`src/rtl/truco_pkg.sv`:
```
// Shared codes and state encoding for the Truco hand judge.
// Round codes, winner codes, FSM states and the default target score.
package truco_pkg;

  localparam int WIN_SCORE_DEFAULT = 12;

  localparam logic [1:0] RC_NONE = 2'b00;
  localparam logic [1:0] RC_P1   = 2'b01;
  localparam logic [1:0] RC_P2   = 2'b10;
  localparam logic [1:0] RC_TIE  = 2'b11;

  localparam logic [1:0] W_NONE = 2'b00;
  localparam logic [1:0] W_P1   = 2'b01;
  localparam logic [1:0] W_P2   = 2'b10;

  typedef enum logic [2:0] {
    S_IDLE,
    S_R1,
    S_R2,
    S_R3,
    S_DONE,
    S_OVER
  } state_t;

endpackage

```
`src/rtl/truco_score_acc.sv`:
```
// Saturating two-player score accumulator with game-over detection.
// win_next flags that the pending add reaches the target score.
module truco_score_acc
  import truco_pkg::*;
#(
  parameter int WIN_SCORE = WIN_SCORE_DEFAULT,
  parameter int SCORE_W   = 4
) (
  input  logic               clk,
  input  logic               clr_n,
  input  logic               clr,
  input  logic               add,
  input  logic [1:0]         winner,
  input  logic [3:0]         value,
  output logic [SCORE_W-1:0] score1,
  output logic [SCORE_W-1:0] score2,
  output logic               game_over,
  output logic               win_next
);

  typedef logic [SCORE_W:0] sum_t;

  localparam sum_t WIN = sum_t'(WIN_SCORE);

  sum_t base;
  sum_t sum;
  sum_t sat;

  // Winner's score plus stake, clamped to the target.
  always_comb begin
    base     = (winner == W_P2) ? {1'b0, score2}
                                : {1'b0, score1};
    sum      = base + sum_t'(value);
    sat      = (sum >= WIN) ? WIN : sum;
    win_next = add && (winner != W_NONE)
               && (sat == WIN);
  end

  // Score registers; clr starts a fresh game.
  always_ff @(posedge clk or negedge clr_n) begin
    if (!clr_n) begin
      score1    <= '0;
      score2    <= '0;
      game_over <= 1'b0;
    end else if (clr) begin
      score1    <= '0;
      score2    <= '0;
      game_over <= 1'b0;
    end else if (add) begin
      if (winner == W_P1)
        score1 <= sat[SCORE_W-1:0];
      if (winner == W_P2)
        score2 <= sat[SCORE_W-1:0];
      if (win_next)
        game_over <= 1'b1;
    end
  end

endmodule

```
`src/rtl/truco_hand_judge.sv`:
```
// Truco best-of-three hand judge: round FSM plus scoring.
// TRUCO_TIE_MAO_EN: three-way tie goes to the mao player.
module truco_hand_judge
  import truco_pkg::*;
#(
  parameter int WIN_SCORE = WIN_SCORE_DEFAULT,
  parameter int SCORE_W   = 4
) (
  input  logic               clk,
  input  logic               clr_n,
  input  logic               new_game,
  input  logic               new_hand,
  input  logic               mao,
  input  logic               rnd_valid,
  input  logic [1:0]         rnd_code,
  input  logic [3:0]         hand_value,
  output logic               busy,
  output logic [1:0]         rnd_idx,
  output logic               hand_done,
  output logic [1:0]         hand_winner,
  output logic [SCORE_W-1:0] score1,
  output logic [SCORE_W-1:0] score2,
  output logic               game_over,
  output logic [1:0]         game_winner
);

  state_t     state;
  logic [1:0] r1;
  logic [1:0] r2;
  logic       mao_q;
  logic [3:0] hv_q;
  logic       dec;
  logic [1:0] dec_win;
  logic [1:0] tie_win;
  logic       win_next;
  logic       acc_add;

`ifdef TRUCO_TIE_MAO_EN
  assign tie_win = mao_q ? W_P2 : W_P1;
`else
  logic unused_mao;
  assign unused_mao = mao_q;
  assign tie_win    = W_NONE;
`endif

  // Does the incoming round decide the hand, and for whom.
  always_comb begin
    dec     = 1'b0;
    dec_win = W_NONE;
    unique case (1'b1)
      (state == S_R2): begin
        if (r1 == RC_TIE) begin
          if (rnd_code != RC_TIE) begin
            dec     = 1'b1;
            dec_win = rnd_code;
          end
        end else if (rnd_code == r1 ||
                     rnd_code == RC_TIE) begin
          dec     = 1'b1;
          dec_win = r1;
        end
      end
      (state == S_R3): begin
        dec = 1'b1;
        if (rnd_code != RC_TIE)
          dec_win = rnd_code;
        else if (r1 != RC_TIE)
          dec_win = r1;
        else
          dec_win = tie_win;
      end
      default: ;
    endcase
  end

  assign acc_add = (state == S_DONE) && !new_game;

  // Hand FSM with registered outputs.
  always_ff @(posedge clk or negedge clr_n) begin
    if (!clr_n) begin
      state       <= S_IDLE;
      busy        <= 1'b0;
      rnd_idx     <= 2'd0;
      hand_done   <= 1'b0;
      hand_winner <= W_NONE;
      game_winner <= W_NONE;
      r1          <= RC_NONE;
      r2          <= RC_NONE;
      mao_q       <= 1'b0;
      hv_q        <= 4'd0;
    end else begin
      hand_done <= 1'b0;
      if (new_game) begin
        state       <= S_IDLE;
        busy        <= 1'b0;
        rnd_idx     <= 2'd0;
        hand_winner <= W_NONE;
        game_winner <= W_NONE;
        r1          <= RC_NONE;
        r2          <= RC_NONE;
      end else if (new_hand &&
                   (state == S_IDLE ||
                    state == S_R1 ||
                    state == S_R2 ||
                    state == S_R3)) begin
        state       <= S_R1;
        busy        <= 1'b1;
        rnd_idx     <= 2'd0;
        hand_winner <= W_NONE;
        mao_q       <= mao;
        r1          <= RC_NONE;
        r2          <= RC_NONE;
      end else begin
        unique case (state)
          S_R1, S_R2, S_R3: begin
            if (rnd_valid && rnd_code != RC_NONE) begin
              rnd_idx <= rnd_idx + 2'd1;
              if (dec) begin
                state       <= S_DONE;
                busy        <= 1'b0;
                hand_done   <= 1'b1;
                hand_winner <= dec_win;
                hv_q        <= hand_value;
              end else if (state == S_R1) begin
                r1    <= rnd_code;
                state <= S_R2;
              end else begin
                r2    <= rnd_code;
                state <= S_R3;
              end
            end
          end
          S_DONE: begin
            if (win_next) begin
              state       <= S_OVER;
              game_winner <= hand_winner;
            end else begin
              state <= S_IDLE;
            end
          end
          S_IDLE, S_OVER: ;
          default: state <= S_IDLE;
        endcase
      end
    end
  end

  truco_score_acc #(
    .WIN_SCORE (WIN_SCORE),
    .SCORE_W   (SCORE_W)
  ) u_acc (
    .clk       (clk),
    .clr_n     (clr_n),
    .clr       (new_game),
    .add       (acc_add),
    .winner    (hand_winner),
    .value     (hv_q),
    .score1    (score1),
    .score2    (score2),
    .game_over (game_over),
    .win_next  (win_next)
  );

endmodule

```
`config.mk`:
```
export PLATFORM = sky130hd
export DESIGN_NAME = truco_hand_judge
export DESIGN_NICKNAME = d
export VERILOG_FILES = /design/src/rtl/truco_pkg.sv /design/src/rtl/truco_score_acc.sv /design/src/rtl/truco_hand_judge.sv
export SDC_FILE = /design/constraint.sdc
export NUM_CORES = 1
export LEC_CHECK = 0
export CORE_MARGIN = 1
export CORE_UTILIZATION = 40
export CTS_BUF_LIST = sky130_fd_sc_hd__clkbuf_8 sky130_fd_sc_hd__clkbuf_16
export DETAILED_ROUTE_END_ITERATION = 8
export SLEW_MARGIN = 20
export SYNTH_ARGS = -nofsm -noshare
export SYNTH_HDL_FRONTEND = slang
export SYNTH_SLANG_ARGS = --single-unit
```
`constraint.sdc`:
```
create_clock -name clk -period 3.3 [get_ports clk]
set_input_delay 0.99 -clock clk [delete_from_list [all_inputs] [get_ports clk]]
set_output_delay 0.99 -clock clk [all_outputs]
set_load 0.01 [all_outputs]
```
==> parameters.txt <==
Parameter                              Value

Worst setup path
  Worst reg2reg path startpoint    hand_winner[1]
  Sum of buffers and inverters on the critical path    0
  Endpoint kind of the worst setup timing path    register
  Cell Chain, Critical Path    nand2b_1, mux2_2, ha_1, fa_1, or3b_1, mux2i_1, o21ai_1, mux2_1
  Launching element type of the critical path    register
  Cell family with most CP delay    multiplexers
  Worst path max stage delay    0.47 ns
  Number of cells on the worst reg-to-reg path    8
  Maximum fanout along the worst path    8
  Slowest cell on the critical path    fa_1
  Startpoint-to-endpoint class of the critical path    reg -> reg
  Worst EP arrival    3.22 ns
  Endpoint required time on the critical path    3.46 ns
  Destination of the worst register-to-register timing path    game_winner[0]
  Register-to-Register Setup Slack    0.24 ns

Die
  Total I/O pin count    29
  Area enclosed by the die boundary    3980 µm²
  Core footprint    3470 µm²
  Rows    21
  Height of the chip    63.1 µm
  Starting density of the core    43.1%
  Horizontal die dimension    63.1 µm

Status
  Run status    finished, final reports clean

Power and ir drop
  Share of power burned in the clock network    33.2%
  Net Sw Power    0.145 mW
  Lkg Pwr    0.796 nW
  Total power density per cell area    325 nW/µm²
  Switching fraction of total power    23.6%
  Combinational group share of total power    13.0%
  Peak VDD IR    0.252 mV
  Int Pwr    0.469 mW
  Sequential share of power    53.9%

STA
  Remaining max-slew budget at the tightest pin    51.6%
  Highest attainable clock frequency    327 MHz
  Ratio of final minimum period to clock period    92.7%
  Setup clock skew after layout    0.00543 ns
  Setup TNS after final layout    0 ns
  Unrepaired setup endpoints after global routing    no
  Final number of setup-violating endpoints    0
  Clock period minus worst slack    3.06 ns
  Final Max Tran Viols    0
  Worst-margin pin slew    0.717 ns
  Hold violation total from the final report    0

Cells and area
  Filler-free cell count of the finished design    228
  Share of post-route cells with drive strength above 1    11.0%
  Layout Utilization    54.5%
  Synth-to-layout area growth    26.6%
  Number of nets in the layout    200
  Number of filler instances in the final layout    325
  Diode insertion count for antenna repair    0

Global routing
  First-pass GRT wire length    5660 µm
  Number of antenna violations at the first check in global routing    0
  Largest net degree at the start of global routing    27
  GRT Overall Usage    18.0%
  Residual overflow from global routing    0
  Via count of the first global-routing pass    1,183

Synthesis
  Synthesis-stage register bit count    26
  Async S/R FF share, synth    100%
  Number of nets in the synthesized netlist    167
  Mean Syn Cell Area    9.96 µm²
  Post-Synthesis Cells    150
  Synth Warn #    0
  Proportion of synthesized chip area in sequential cells    43.6%
  Number of enable-type register cells in the synthesized netlist    0
  Post-synth cell types    49
  Post-synthesis instance area    1490 µm²
  Ys flop type    dfrtp_1

Job
  Maximum Capacitance Violations    0

Place
  Number of placed instances with taps included    224
  Input/output buffers    27
  Detailed Place HPWL    2420 µm
  Final estimated routing congestion in global placement    0.830

Drt
  Number of vias per cell    5.43
  Starting DRT DRC Count    41
  DR WL/cell    14.2 µm
  Post-route DRC violation count    0
  Post-detailed-route count of antenna-violating nets    0
  Routed Wire Length    3250 µm
  Detailed-route via count    1,239
  DR pass1 iterations    4

CTS
  Cell chosen for the clock root    clkbuf_8
  Resized cells post-CTS    0
  CTS hold repair buffers    0
  Clock tree from TritonCTS    done
  Number of setup buffers added after CTS    0
  Latest clock arrival within the worst-skew pair    0.27 ns
  CTS Buffer Depth    2
  Clock-pin transition on the worst setup and hold timing paths    0.09 ns
  Clk sinks    26
  H-Tree Level Count    1
  Total clock buffers created by CTS    3

Min path
  Worst Hold Path EP    u_acc.score1[1]
  HP Class    reg -> reg
  Startpoint of the tightest hold check path    u_acc.score1[1]
  Hold depth    2
-- per-layer routing --
layer  wire length, µm  global-route usage [%]  part of all wire, %  up-vias
met5                 0                       0                    0        -
met4                15                    3.20                 0.46        0
met3                97                    3.80                  3.0        2
met2              1460                    26.7                   45       26
met1              1670                    26.8                   52      600
li1                  -                       -                    -      611
-- registers in the layout (all words and copies together), names as in the netlist --
signal           flops
hv_q                 4
u_acc.score1         4
u_acc.score2         4
state                3
game_winner          2
hand_winner          2
r1                   2
rnd_idx              2
busy                 1
hand_done            1
u_acc.game_over      1
-- cell families (layout without fill, tap and decap cells) --
logic type,after synthesis,in the layout,share of synthesized area (%)
adder cells (fa/ha/maj),5,5,4.69
AO/OA/AOI/OAI,39,39,17.5
flip-flops,26,26,43.6
AND/OR/NAND/NOR,53,53,20.1
XOR/XNOR,2,2,1.17
multiplexers,13,13,9.46
buffers and inverters,12,44,3.52
-- placed cells by master, fill, tap and decap left out, types with 2 or more instances in the layout --
| cell type | Yosys | routed |
|---|---|---|
| mux2_2 | 8 | 8 |
| nor2_1 | 14 | 14 |
| a21o_1 | 2 | 2 |
| nand3b_1 | 2 | 2 |
| mux2i_1 | 4 | 4 |
| or3b_1 | 2 | 2 |
| buf_4 | 0 | 5 |
| inv_1 | 8 | 8 |
| o31ai_1 | 2 | 2 |
| dfrtp_1 | 26 | 26 |
| nand2_1 | 9 | 9 |
| o21ai_0 | 8 | 8 |
| or4_1 | 2 | 2 |
| nor3_1 | 3 | 3 |
| xnor2_1 | 2 | 2 |
| ha_1 | 4 | 4 |
| clkbuf_8 | 0 | 4 |
| o41ai_1 | 2 | 2 |
| nor4_1 | 2 | 2 |
| a21oi_1 | 8 | 8 |
| nand2b_1 | 7 | 7 |
| clkdlybuf4s50_1 | 0 | 27 |
| a211oi_1 | 4 | 4 |
-- worst min-delay path, stage by stage (launching register included) --
cell,delay [ns]
dfrtp_1,0.37
nand2_1,0.06
o41ai_1,0.05
-- power by group through the flow --
stage	combinational [mW]	sequential [mW]	clock, mW
floorplan	0.0436	0.336	0
detailed placement	0.0800	0.337	0
finish	0.0799	0.331	0.204
global placement	0.0777	0.337	0
global route	0.0887	0.332	0.222
CTS	0.0802	0.331	0.211
-- final cells by class --
class | count | area, µm² | area share (%)
clock buffers | 4 | 55.1 | 2.91
inverters | 8 | 30.0 | 1.59
multi-input cells | 112 | 791 | 41.8
flip-flops and latches | 26 | 651 | 34.4
well taps | 46 | 57.6 | 3.04
repair buffers | 32 | 308 | 16.3
-- stage by stage --
step           setup slack, ns  total power, mW  area [µm²]  hold slack [ns]
3_3_place_gp             0.271            0.415        1840            0.488
4_1_cts                  0.229            0.622        1890            0.515
3_5_place_dp             0.258            0.417        1840            0.490
5_1_grt                 0.0288            0.643        1890            0.545
6_report                 0.242            0.615        1890            0.513
2_1_floorplan            0.473            0.380        1490            0.487
-- synthesized netlist by cell type (all sizes together), types with 2 or more instances --
library cell | count | share of area, %
nand2b | 7 | 2.9
a21o | 2 | 1.0
nor4 | 2 | 0.84
dfrtp | 26 | 44
nor2 | 14 | 3.5
xnor2 | 2 | 1.2
a211oi | 4 | 2.0
o31ai | 2 | 1.0
mux2i | 4 | 2.7
mux2 | 9 | 6.8
nor3 | 4 | 1.7
o41ai | 2 | 1.2
or4 | 2 | 1.0
inv | 8 | 2.0
or3b | 2 | 1.2
nand3b | 2 | 1.0
a21oi | 8 | 2.7
ha | 4 | 3.4
clkbuf | 3 | 0.75
o21ai | 9 | 3.0
nand2 | 9 | 2.3
or2 | 2 | 0.84
-- worst max path at each step --
| stage | from | endpoint | slack [ns] | cells past startpoint |
|---|---|---|---|---|
| after CTS | hand_winner[1] | game_winner[0] | 0.23 | 8 |
| final | hand_winner[1] | game_winner[0] | 0.24 | 8 |
| after global placement | hand_winner[1] | game_winner[0] | 0.27 | 8 |
| after global routing | hand_winner[1] | game_winner[0] | 0.03 | 8 |
| after detailed placement | hand_winner[1] | game_winner[0] | 0.26 | 8 |
| after floorplan | hand_winner[0] | game_winner[0] | 0.47 | 8 |
Note: power is estimated with default switching activity, not from simulation.
